## src/rtl/tcb_arb_rr_pkg.sv

```systemverilog
// Shared constants, response-pipe slot type and index helper for the TCB round-robin arbiter.
package tcb_arb_rr_pkg;

  localparam int unsigned TCB_AW  = 32;
  localparam int unsigned TCB_DW  = 32;
  // Read response delay of tcb_mem_1p; arbiter instances in front of it must match.
  localparam int unsigned TCB_DLY = 1;
  // Widest manager index supported (PN up to 8).
  localparam int unsigned IDX_W   = 3;

  // One response-pipe stage: transfer taken, and which manager issued it.
  typedef struct packed {
    logic             vld;
    logic [IDX_W-1:0] idx;
  } rsp_slot_t;

  // Increment a manager index, wrapping explicitly at n-1 so non-power-of-two counts stay legal.
  function automatic logic [IDX_W-1:0] idx_wrap_inc(input logic [IDX_W-1:0] idx, input int unsigned n);
    if (32'(idx) + 32'd1 >= n) return '0;
    return idx + IDX_W'(1);
  endfunction

endpackage

```

## src/rtl/tcb_arb_rr_pe.sv

```systemverilog
// Rotating priority encoder: first asserted request scanning from ptr upward, modulo PN.
module tcb_arb_rr_pe #(
  parameter int unsigned PN = 2,
  parameter int unsigned IW = (PN > 1) ? $clog2(PN) : 1
) (
  input  logic [PN-1:0] req,
  input  logic [IW-1:0] ptr,
  output logic [IW-1:0] gnt,
  output logic          any
);

  // Scan PN positions starting at ptr; the first hit wins, ptr is reported when nothing requests.
  always_comb begin
    logic [IW-1:0] idx;
    gnt = ptr;
    any = 1'b0;
    idx = ptr;
    for (int unsigned i = 0; i < PN; i++) begin
      idx = IW'((32'(ptr) + i) % PN);
      if (!any && req[idx]) begin
        gnt = idx;
        any = 1'b1;
      end
    end
  end

endmodule

```

## src/rtl/tcb_arb_rr.sv

```systemverilog
// Round-robin arbiter sharing one TCB subordinate between PN managers, with grant lock
// during subordinate stalls and delayed response routing back to the issuing manager.
module tcb_arb_rr
  import tcb_arb_rr_pkg::*;
#(
  parameter int unsigned AW  = TCB_AW,
  parameter int unsigned DW  = TCB_DW,
  parameter int unsigned BW  = DW / 8,
  parameter int unsigned PN  = 2,
  parameter int unsigned DLY = TCB_DLY,
  parameter int unsigned IW  = (PN > 1) ? $clog2(PN) : 1
) (
  input  logic             clk,
  input  logic             rst,
  input  logic [PN-1:0]    man_vld,
  input  logic [PN-1:0]    man_wen,
  input  logic [PN*AW-1:0] man_adr,
  input  logic [PN*BW-1:0] man_ben,
  input  logic [PN*DW-1:0] man_wdt,
  output logic [PN*DW-1:0] man_rdt,
  output logic [PN-1:0]    man_err,
  output logic [PN-1:0]    man_rdy,
  output logic             sub_vld,
  output logic             sub_wen,
  output logic [AW-1:0]    sub_adr,
  output logic [BW-1:0]    sub_ben,
  output logic [DW-1:0]    sub_wdt,
  input  logic [DW-1:0]    sub_rdt,
  input  logic             sub_err,
  input  logic             sub_rdy,
  output logic [IW-1:0]    gnt_idx
);

  logic [IW-1:0] ptr;
  logic          lck;
  logic [IW-1:0] lck_idx;
  logic [IW-1:0] pe_gnt;
  logic          pe_any;
  logic [IW-1:0] gnt;
  logic          hs;
  rsp_slot_t     rsp;

  tcb_arb_rr_pe #(
    .PN (PN),
    .IW (IW)
  ) u_pe (
    .req (man_vld),
    .ptr (ptr),
    .gnt (pe_gnt),
    .any (pe_any)
  );

  // A stalled grant is held so the subordinate never sees the request switch mid-transfer.
  assign gnt     = lck ? lck_idx : pe_gnt;
  assign gnt_idx = gnt;

  // Forward the granted manager's request onto the subordinate port.
  assign sub_vld = ~rst & pe_any & man_vld[gnt];
  assign sub_wen = man_wen[gnt];
  assign sub_adr = man_adr[32'(gnt)*AW +: AW];
  assign sub_ben = man_ben[32'(gnt)*BW +: BW];
  assign sub_wdt = man_wdt[32'(gnt)*DW +: DW];
  assign hs      = sub_vld & sub_rdy;

  // Only the granted manager sees ready, and only when the subordinate accepts.
  always_comb begin
    man_rdy = '0;
    if (hs) man_rdy[gnt] = 1'b1;
  end

  // Priority pointer advances past the winner on each transfer; lock tracks subordinate stalls.
  always_ff @(posedge clk) begin
    if (rst) begin
      ptr     <= '0;
      lck     <= 1'b0;
      lck_idx <= '0;
    end else if (hs) begin
      ptr     <= IW'(idx_wrap_inc(IDX_W'(gnt), PN));
      lck     <= 1'b0;
    end else if (sub_vld) begin
      lck     <= 1'b1;
      lck_idx <= gnt;
    end
  end

  // Response pipe mirrors the subordinate latency so the reply finds its issuer.
  if (DLY == 0) begin : g_dly0
    assign rsp = {hs, IDX_W'(gnt)};
  end else begin : g_pipe
    rsp_slot_t pipe [DLY];

    // Shift issuer tags one stage per cycle; reset drops anything in flight.
    always_ff @(posedge clk) begin
      if (rst) begin
        for (int unsigned i = 0; i < DLY; i++) pipe[i] <= '0;
      end else begin
        pipe[0] <= {hs, IDX_W'(gnt)};
        for (int unsigned i = 1; i < DLY; i++) pipe[i] <= pipe[i-1];
      end
    end

    assign rsp = pipe[DLY-1];
  end

  // Steer subordinate read data and error to the issuing manager; everyone else sees zero.
  always_comb begin
    man_rdt = '0;
    man_err = '0;
    if (!rst && rsp.vld) begin
      for (int unsigned k = 0; k < PN; k++) begin
        if (rsp.idx == IDX_W'(k)) begin
          man_rdt[k*DW +: DW] = sub_rdt;
          man_err[k]          = sub_err;
        end
      end
    end
  end

endmodule

```

## config.mk

```make
export PLATFORM = sky130hd
export DESIGN_NAME = tcb_arb_rr
export DESIGN_NICKNAME = d
export VERILOG_FILES = /design/src/rtl/tcb_arb_rr_pkg.sv /design/src/rtl/tcb_arb_rr_pe.sv /design/src/rtl/tcb_arb_rr.sv
export SDC_FILE = /design/constraint.sdc
export NUM_CORES = 1
export LEC_CHECK = 0
export ABC_AREA = 1
export ABC_CLOCK_PERIOD_IN_PS = 3700
export CORE_AREA = 4 4 119 121
export CTS_CLUSTER_DIAMETER = 100
export CTS_CLUSTER_SIZE = 12
export DETAILED_ROUTE_END_ITERATION = 10
export DIE_AREA = 0 0 123 125
export DONT_BUFFER_PORTS = 1
export GPL_ROUTABILITY_DRIVEN = 0
export PLACE_DENSITY_LB_ADDON = 0.2
export SLEW_MARGIN = 20
export SYNTH_ARGS = -nofsm -noshare
export SYNTH_HDL_FRONTEND = slang
export SYNTH_SLANG_ARGS = --single-unit
export TNS_END_PERCENT = 5
```

## constraint.sdc

```tcl
create_clock -name clk -period 3.7 [get_ports clk]
set_clock_uncertainty 0.05 [all_clocks]
set_input_delay 1.11 -clock clk [delete_from_list [all_inputs] [get_ports clk]]
set_output_delay 1.11 -clock clk [all_outputs]
set_load 0.005 [all_outputs]
```

* Word level (Yosys, flattened, before mapping)
Memories as Yosys holds them, arrays and structs flattened.
Index checks and enable logic that the tools add are counted.
** Storage, ports and cells
- Output and inout bits :: 139
- Memories :: 1
- Input port bits :: 176
- Register bits :: 3
- Bits in writable memories :: 2
** Cells by class
- Bitwise logic cells :: 5
- Shifts and indexed selects :: 3
- Reduce and logical (&&, ||, !) cells :: 9
- Magnitude comparators :: 5
- Eq/ne operators :: 1
- Add/sub/neg operators :: 3
- Mux-type cells :: 31
** Memory list
- g_pipe.pipe :: words 1, width 2, rd ports 1, clocked after memory_dff 0, wr ports 1, line tcb_arb_rr.sv:90 : rsp_slot_t pipe [DLY];
** Operators with widths (count)
- 64-bit by 7-bit indexed part select with 32-bit output :: 2
- 32-bit 2-to-1 mux :: 2
- 64-bit 2-to-1 mux :: 1
- 1-bit 2-to-1 mux :: 24
- 8-bit by 4-bit indexed part select with 4-bit output :: 1
- 1-bit by 2-bit < comparator with 1-bit output (second input constant) :: 3
- 2-bit 2-to-1 mux :: 3
- 2-bit OR reduction :: 2
- 1-bit AND :: 3
- 3-bit by 1-bit equality test with 1-bit output (second input constant) :: 1
- 1-bit logical AND :: 3
- 3-bit zero test :: 1
- 1-bit adder (second input constant) :: 2
- 1-bit by 1-bit adder with 2-bit output (second input constant) :: 1
- 2-bit >= comparator (second input constant) :: 1
- 1-bit zero test :: 2
- 1-bit inverter :: 2
- 2-bit AND reduction :: 1
- 1-bit demux with 1-bit select :: 1
- 1-bit >= comparator (second input constant) :: 1

* Logic depth before layout (Yosys ltp)
Gate-level depths: netlist (run 1).
- Depth in word-level cells :: 14
- Depth in mapped cells :: 11
- Mapped depth without buffers :: 11

* Hierarchy
From an unflattened synthesis (run 1), not the netlist that was laid out.
** Unflattened totals
- Cells, all modules :: 373
- Area total of the unflattened synthesis :: 1586.5 µm²
** Modules (own cells, without submodules)
- tcb_arb_rr :: cells each 369, times used 1, area each 1567.8 µm²
- tcb_arb_rr_pe :: cells each 4, times used 1, area each 18.8 µm²

* Worst setup path before layout (run 1)
No wires, ideal clock.
- Path kind :: input to output
- Start :: in man_vld[0]
- End :: out sub_adr[14]
- Data arrival time :: 1836 ps
- Path slack :: 704 ps
- Buffers on the path :: 2
- Cell stages on the path :: 9
- Data required time :: 2540 ps
- Cells stage by stage :: inv_1 > nand2_1 > nand2_1 > nand2_1 > nand2_2 > buf_6 > clkbuf_8 > nand2_1 > nand2_1
** Between the ends
- Cells in the longest elaborated chain, start to end :: 8
- Elaborated cells between the ends (all ways) :: 10
- Classes of those cells :: 1 x shift; 7 x mux; 2 x reduce/logical
** RTL lines
- from (decl) :: line tcb_arb_rr.sv:15 : input logic [PN-1:0] man_vld,
- 1-bit 2-to-1 mux (not written as such) (2 in series) :: line tcb_arb_rr_pe.sv:20 : if (!any && req[idx]) begin
- 1-bit 2-to-1 mux :: line tcb_arb_rr_pe.sv:20
- 1-bit zero test :: line tcb_arb_rr_pe.sv:20
- 1-bit logical AND * :: line tcb_arb_rr_pe.sv:20
- 1-bit 2-to-1 mux * :: line tcb_arb_rr_pe.sv:20
- 1-bit 2-to-1 mux * :: line tcb_arb_rr.sv:54 : assign gnt = lck ? lck_idx : pe_gnt;
- 64-bit by 7-bit indexed part select with 32-bit output * :: line tcb_arb_rr.sv:60 : assign sub_adr = man_adr[32'(gnt)*AW +: AW];
- to (decl) :: line tcb_arb_rr.sv:25 : output logic [AW-1:0] sub_adr,
Every way passes the cells marked *; elsewhere a longest branch is shown, timed or not. The select of a mux whose other input is x is not followed.

* Final worst setup path (run 1)
- Start :: in man_vld[0]
- End :: out sub_wdt[1]
** Between the ends
- Cells in the longest elaborated chain, start to end :: 8
- Elaborated cells between the ends (all ways) :: 10
- Classes of those cells :: 1 x shift; 7 x mux; 2 x reduce/logical
** RTL lines
- 1-bit 2-to-1 mux (not written as such) (2 in series) :: line tcb_arb_rr_pe.sv:20
- 1-bit 2-to-1 mux :: line tcb_arb_rr_pe.sv:20
- 1-bit zero test :: line tcb_arb_rr_pe.sv:20
- 1-bit logical AND * :: line tcb_arb_rr_pe.sv:20
- 1-bit 2-to-1 mux * :: line tcb_arb_rr_pe.sv:20
- 1-bit 2-to-1 mux * :: line tcb_arb_rr.sv:54
- 64-bit by 7-bit indexed part select with 32-bit output * :: line tcb_arb_rr.sv:62 : assign sub_wdt = man_wdt[32'(gnt)*DW +: DW];
- to (decl) :: line tcb_arb_rr.sv:27 : output logic [DW-1:0] sub_wdt,
Marked as above.

==> results of run 1 <==
==> final timing paths <==
path              startpoint          to  slack (ns)  cells past startpoint
hold reg to reg      lck_idx     lck_idx        0.41                      2
setup reg to reg         ptr     lck_idx        2.32                     10
setup / recovery  man_vld[0]  sub_wdt[1]        0.40                      9
hold / removal       lck_idx     lck_idx        0.41                      2
==> stage by stage <==
stage / utilization / cells / area, um^2 / total power, mW / setup WS [ns]
after floorplan: - / 372 / 1568 / 0.2573 / 0.7037
after global placement: 0.1284 / 533 / 1680 / 0.2834 / 0.3763
after detailed placement: 0.1284 / 533 / 1680 / 0.2859 / 0.3828
after CTS: 0.1344 / 537 / 1759 / 0.4701 / 0.3802
after global routing: 0.1344 / 537 / 1759 / 0.5067 / 0.2758
final: 0.1344 / 537 / 1759 / 0.4595 / 0.3959
==> kinds of logic (layout without fill, tap and decap cells) <==
group	Yosys count	in the layout
AO/OA/AOI/OAI	2	2
AND/OR/NAND/NOR	299	299
flip-flops	5	5
buffers and inverters	66	55
==> layout make-up <==
cell class | count | area (um^2)
Clock buffer | 4 | 78.83
Fill cell | 1550 | 11330
Inverter | 45 | 168.9
Multi-Input combinational cell | 301 | 1146
Sequential cell | 5 | 100.1
Tap cell | 176 | 220.2
Timing Repair Buffer | 6 | 45.04
==> critical path, cell delays in order <==
cell and delay (ns):
inv_1 0.03, nand2_1 0.05, nand2_1 0.04, nand2_1 0.11
nand2_2 0.13, inv_2 0.08, buf_4 0.35, nand2_1 0.12
nand2_1 0.12
==> cells in the mapped netlist (all sizes together) <==
cell type	n	area, um^2
clkbuf	7	36.28
o21ai	1	5.000
a21oi	1	5.000
nand4	2	12.51
buf	14	116.4
nor2	71	266.5
dfxtp	5	100.1
inv	45	168.9
nand3	5	25.02
nand2	221	832.1
==> layer usage <==
metal  routed length (um)  share of wire
met5                    0              0
met4                   49         0.0065
met2                 4206           0.55
met3                 1075           0.14
met1                 2261           0.30
==> registers in the layout, summed over array words and instances, names as in the netlist <==
name and flops:
g_pipe.pipe 2, lck_idx 1, lck 1, ptr 1
==> power by group <==
part / switching [mW] / total [mW] / internal, mW
registers: 0.00205 / 0.0604 / 0.0584
logic: 0.160 / 0.219 / 0.0583
clock network: 0.0374 / 0.180 / 0.143
==> run summary, run 1 <==
Status: complete, no violations
Final setup TNS: 0 ns
Max cap viols: 0
Leakage power total: 1.154 nW
Antenna violations before repair: 0
Slew Viols, Final: 0
GRT met1 Usage: 0.06801
Startpoint Class: input pin
Hold WC Path Type: flip-flop to flip-flop
Post-route DRC: 0
ANT nets after route: 0
RSZ-0062 raised after global routing: false
Met3 GRT Util: 0.03071
FMAX: 302.7 MHz
Met2 Use GR: 0.1737
CP max FO: 44
Post-CTS Setup Bufs: 0
Post-synthesis register bit count: 5
Post-CTS Hold Fix Bufs: 0
Die area: 15380 um^2
Initial core utilization: 0.1198
Commonest non-fill, non-tap cell in the layout: nand2_1
CP Class: input pin to output pin
IO buf count: 0
CP Data Arrival Time: 2.14 ns
Row Count: 42
Gates resized, CTS repair: 0
DP HPWL: 6840 um
Area Overhead vs Synth: 12.21%
Final period util: 0.8930
Clock transition at path regs: 0.03 ns
Share of layout cells above drive strength 1: 0.03047
Drt via density: 3.898
Final min period: 3.304 ns
Mean area per synthesized cell: 4.214 um^2
Core Area: 13090 um^2
Netlist cell types: 15
Layout Nets: 538
Diode count: 0
Clock Tree Buf Depth: 2
Starting DRT DRC Count: 52
Htree depth: 1
GRT Max-Usage Layer: met2
Root Buffer: clkbuf_16
Number of global-route vias before repair: 1794
Main combinational cell family by area after synthesis: simple AND/OR/NAND/NOR gates
Max_slew headroom: 0.7346
Wire length per cell: 14.14 um
DRT Wirelength: 7592 um
Synth Area in XOR/XNOR: 0
Commonest cells after routing, fill and taps aside: nand2_1 (220), nor2_1 (71), inv_1 (44), buf_4 (6)
Clock Latency Late Sink: 0.23 ns
Tot GR Track Use: 0.08140
Share of the yosys chip area belonging to registers: 0.06385
Power Density: 261.2 nW/um^2
First-pass GRT wire length: 9749 um
Required time of the critical path: 2.54 ns
Vias: 2093
GRT overflow: 0
Top Ports: 315
Die Ht: 125 um
# setup viols final: 0
CTS tree: done
Synthesis warning total: 0
Hold Vio Cnt, Final: 0
Synth Area in Compound Gates: 0.006385
Post-Syn Instances: 372
Syn Nets: 548
Cell Area, Synth: 1568 um^2
Mux contribution to synthesized area: 0
Die Wd: 123 um
# clock sinks: 5
Fin Hold WS: 0.4125 ns
Adder-cell share of the synthesized area: 0
Clock buffer count from CTS: 3
Worst vdd ir: 0.00008343 V
Drt first pass iters: 4
Critical path capture point type: output pin
Worst slew pin tran: 0.3981 ns
Simple-Gate Fraction of Synth Area: 0.7247
Largest net degree at the start of global routing: 45
(Power assumes the default switching activity.)
==> inputs of run 2 (changes only) <==
--- a/config.mk
+++ b/config.mk
@@ -5,17 +5,17 @@
 export SDC_FILE = /design/constraint.sdc
 export NUM_CORES = 1
 export LEC_CHECK = 0
-export ABC_AREA = 1
+export ABC_AREA = 0
 export ABC_CLOCK_PERIOD_IN_PS = 3700
-export CORE_AREA = 4 4 119 121
+export CORE_AREA = 4 4 121 123
 export CTS_CLUSTER_DIAMETER = 100
 export CTS_CLUSTER_SIZE = 12
 export DETAILED_ROUTE_END_ITERATION = 10
-export DIE_AREA = 0 0 123 125
+export DIE_AREA = 0 0 125 127
 export DONT_BUFFER_PORTS = 1
 export GPL_ROUTABILITY_DRIVEN = 0
 export PLACE_DENSITY_LB_ADDON = 0.2
-export SLEW_MARGIN = 20
+export SLEW_MARGIN = 10
 export SYNTH_ARGS = -nofsm -noshare
 export SYNTH_HDL_FRONTEND = slang
 export SYNTH_SLANG_ARGS = --single-unit
==> run 2 against run 1 <==
Against the previous run:
- non-clock buffer count grew 3
- sequential power grew 3.8%
- highest routed layer unchanged
- synthesized cell count shrank 52%
- cell count shrank 33%
- hold slack gained 0.066 ns
- wire length grew 4.6%
- sequential cell count is the same
- cell area grew 19%
==> run summary, run 2 <==
Post-synthesis register bit count: 5 (unchanged)
Status: complete, no violations (unchanged)
Initial core utilization: 0.1346 (was 0.1198)
Combinational cell fraction of total power: 0.542 (was 0.476)
Fill count: 1549 (was 1550)
Max cap viols: 0 (unchanged)
Synthesis warning total: 0 (unchanged)
Cell accounting for the most synthesized area: mux2_4 (was nand2_1)
Hold_sp: ptr (was lck_idx)
Delay of the slowest cell on the worst path: 0.37 ns (was 0.35 ns)
GRT overflow: 0 (unchanged)
Max reg flops: 2 (unchanged)
IO buf count: 0 (unchanged)
Diode count: 0 (unchanged)
DP HPWL: 7026 um (was 6840 um)
Most instantiated cells after synthesis: and2_1 (67), mux2_4 (55), mux2_2 (14) (was nand2_1 (220), nor2_1 (71), inv_1 (44))
Tot GR Track Use: 0.08553 (was 0.08140)
Vias: 1430 (was 2093)
Required time of the critical path: 2.54 ns (about the same)
Hold Vio Cnt, Final: 0 (unchanged)
Most common cell in the netlist: and2_1 (was nand2_1)
Clock buffer count from CTS: 3 (unchanged)
Syn Nets: 356 (was 548)
Antenna violations before repair: 0 (unchanged)
Worst slew pin tran: 0.2495 ns (was 0.3981 ns)
# clock sinks: 5 (unchanged)
Mean area per synthesized cell: 10.22 um^2 (was 4.214 um^2)
CP max FO: 20 (was 44)
DRT Wirelength: 7941 um (was 7592 um)
Netlist cell types: 23 (was 15)
Largest net degree at the start of global routing: 34 (was 45)
Share of the yosys chip area belonging to registers: 0.05442 (was 0.06385)
Cell Area, Synth: 1839 um^2 (was 1568 um^2)
Int Pwr: 0.3610 mW (was 0.2596 mW)
Worst vdd ir: 0.0001508 V (was 0.00008343 V)
Most used cell, CP: buf_12 (was nand2_1)
Post-synth ARST share: 0 (unchanged)
Final min period: 3.512 ns (was 3.304 ns)
Top FF cell, synth: dfxtp_1 (unchanged)
Number of synthesized flops with an enable pin: 0 (unchanged)
Clock Latency Late Sink: 0.22 ns (was 0.23 ns)
Leakage power total: 0.8848 nW (was 1.154 nW)
Slew Viols, Final: 0 (unchanged)
Die Wd: 125 um (was 123 um)
Post-Syn Instances: 180 (was 372)
Post-layout instance area: 2088 um^2 (was 1759 um^2)
Gates resized, CTS repair: 0 (unchanged)
Final period util: 0.9493 (was 0.8930)
Die area: 15880 um^2 (was 15380 um^2)
Commonest non-fill, non-tap cell in the layout: and2_1 (was nand2_1)
Hold WC Path Type: flip-flop to flip-flop (unchanged)
CTS tree: done (unchanged)
Final setup TNS: 0 ns (unchanged)
Crit. Startpoint: man_vld[0] (unchanged)
Delay-heaviest family, CP: compound AO/OA/AOI/OAI gates (was simple AND/OR/NAND/NOR gates)
Wire length per cell: 22.12 um (was 14.14 um)
Root Buffer: clkbuf_16 (unchanged)
RSZ-0062 raised after global routing: false (unchanged)
Share of the synthesized area in the top cell type: 0.4490 (was 0.5267)
Seq pwr share: 0.121 (was 0.131)
Max_slew headroom: 0.8289 (was 0.7346)
Die Ht: 127 um (was 125 um)
Core Area: 13670 um^2 (was 13090 um^2)
ANT nets after route: 0 (unchanged)
Synth area leaders: mux2_4 (45%), and2_1 (23%), mux2_2 (8.6%) (was nand2_1 (53%), nor2_1 (17%), inv_1 (11%))
Sw Ratio: 0.3028 (was 0.4351)
WP buf/inv: 2 (was 3)
Clock share of power: 0.337 (was 0.392)
Drt via density: 3.983 (was 3.898)
Post-CTS Setup Bufs: 0 (unchanged)
Clock Tree Buf Depth: 2 (unchanged)
CP Data Arrival Time: 2.35 ns (was 2.14 ns)
Clock transition at path regs: 0.03 ns (about the same)
Number of global-route vias before repair: 1509 (was 1794)
Starting DRT DRC Count: 34 (was 52)
Top Ports: 315 (unchanged)
Drt first pass iters: 4 (unchanged)
Slowest cell on crit path: mux2_2 (was buf_4)
Final Util: 0.1528 (was 0.1344)
CP Class: input pin to output pin (unchanged)
Sw power: 0.1568 mW (was 0.1999 mW)
Htree depth: 1 (unchanged)
Area Overhead vs Synth: 13.54% (was 12.21%)
Startpoint Class: input pin (unchanged)
Row Count: 43 (was 42)
Commonest cells after routing, fill and taps aside: and2_1 (67), mux2_4 (55), mux2_2 (14), nor2_1 (6), buf_4 (6) (was nand2_1 (220), nor2_1 (71), inv_1 (44), buf_4 (6))
Cell Chain, Critical Path: a21boi_2 > o31ai_4 > buf_12 > buf_12 > mux2_2 (was inv_1 > nand2_1 > nand2_1 > nand2_1 > nand2_2 > inv_2 > buf_4 > nand2_1 > nand2_1)
FMAX: 284.7 MHz (was 302.7 MHz)
Layout Nets: 356 (was 538)
Share of layout cells above drive strength 1: 0.4749 (was 0.03047)
Post-route DRC: 0 (unchanged)
First-pass GRT wire length: 10290 um (was 9749 um)
Power Density: 247.9 nW/um^2 (was 261.2 nW/um^2)
Biggest register: g_pipe.pipe (unchanged)
Critical path capture point type: output pin (unchanged)
RR Startpoint: lck_idx (was ptr)
# setup viols final: 0 (unchanged)
Post-CTS Hold Fix Bufs: 0 (unchanged)
Post-DP Area: 2009 um^2 (was 1680 um^2)
## run 2: cell types whose count changed in the layout (fill, tap and decap cells not counted), sizes merged, moves of 2 or more
cell	previous run	this run
nor2b	0	2
nand3	5	1
buf	6	9
and2	0	67
mux2i	0	2
nor2	71	6
nand2b	0	2
nand4	2	0
mux2	0	69
inv	45	2
nand2	221	2
## run 2: cell type report
class	count	area, um^2	area share
well taps	180	225.2	0.1078
repair buffers	9	105.1	0.05033
clock buffers	4	78.83	0.03775
multi-input cells	159	1572	0.7525
flip-flops and latches	5	100.1	0.04793
inverters	2	7.507	0.003595
## run 2: logic make-up (layout without fill, tap and decap cells)
kind of cell,Yosys count,count (layout),synth area share
flops,5,5,0.05442
buf+inv,16,15,0.09388
compound gates,6,6,0.03673
simple gates,82,82,0.2694
mux,71,71,0.5456
## run 2: worst reg2reg max path, delay by kind of cell (launching register included)
family	cells	cell delay, ns
compound gates	1	0.54
flops	1	0.35
mux	2	0.28
## run 2: path summary, 6_finish.rpt
path	end	slack, ns	cells after the start
min reg2reg	ptr	0.48	2
min	ptr	0.48	2
max reg2reg	ptr	2.34	3
max	sub_adr[22]	0.19	5
## run 2: layer usage
metal,up-vias,global-route usage,wire (um)
met5,-,0,0
met4,0,0.005740,19
met3,2,0.04181,1141
met2,181,0.1648,4244
met1,637,0.08721,2535
li1,610,-,-
## run 2: power by group through the flow
stage / sequential, mW / combinational [mW] / clock, mW
3_5_place_dp: 0.0632 / 0.286 / 0
5_1_grt: 0.0633 / 0.297 / 0.181
4_1_cts: 0.0626 / 0.288 / 0.178
6_report: 0.0627 / 0.281 / 0.175
3_3_place_gp: 0.0635 / 0.284 / 0
2_1_floorplan: 0.0622 / 0.253 / 0
## run 2: stage by stage
| stage | total power, mW | hold WS (ns) | worst slack (ns) | std cells |
|---|---|---|---|---|
| floorplan | 0.3150 | 0.4345 | 0.3782 | 180 |
| global placement | 0.3471 | 0.4845 | 0.1980 | 355 |
| detailed placement | 0.3489 | 0.4718 | 0.1748 | 355 |
| CTS | 0.5285 | 0.4792 | 0.1750 | 359 |
| global route | 0.5412 | 0.5257 | 0.1286 | 359 |
| finish | 0.5178 | 0.4788 | 0.1876 | 359 |
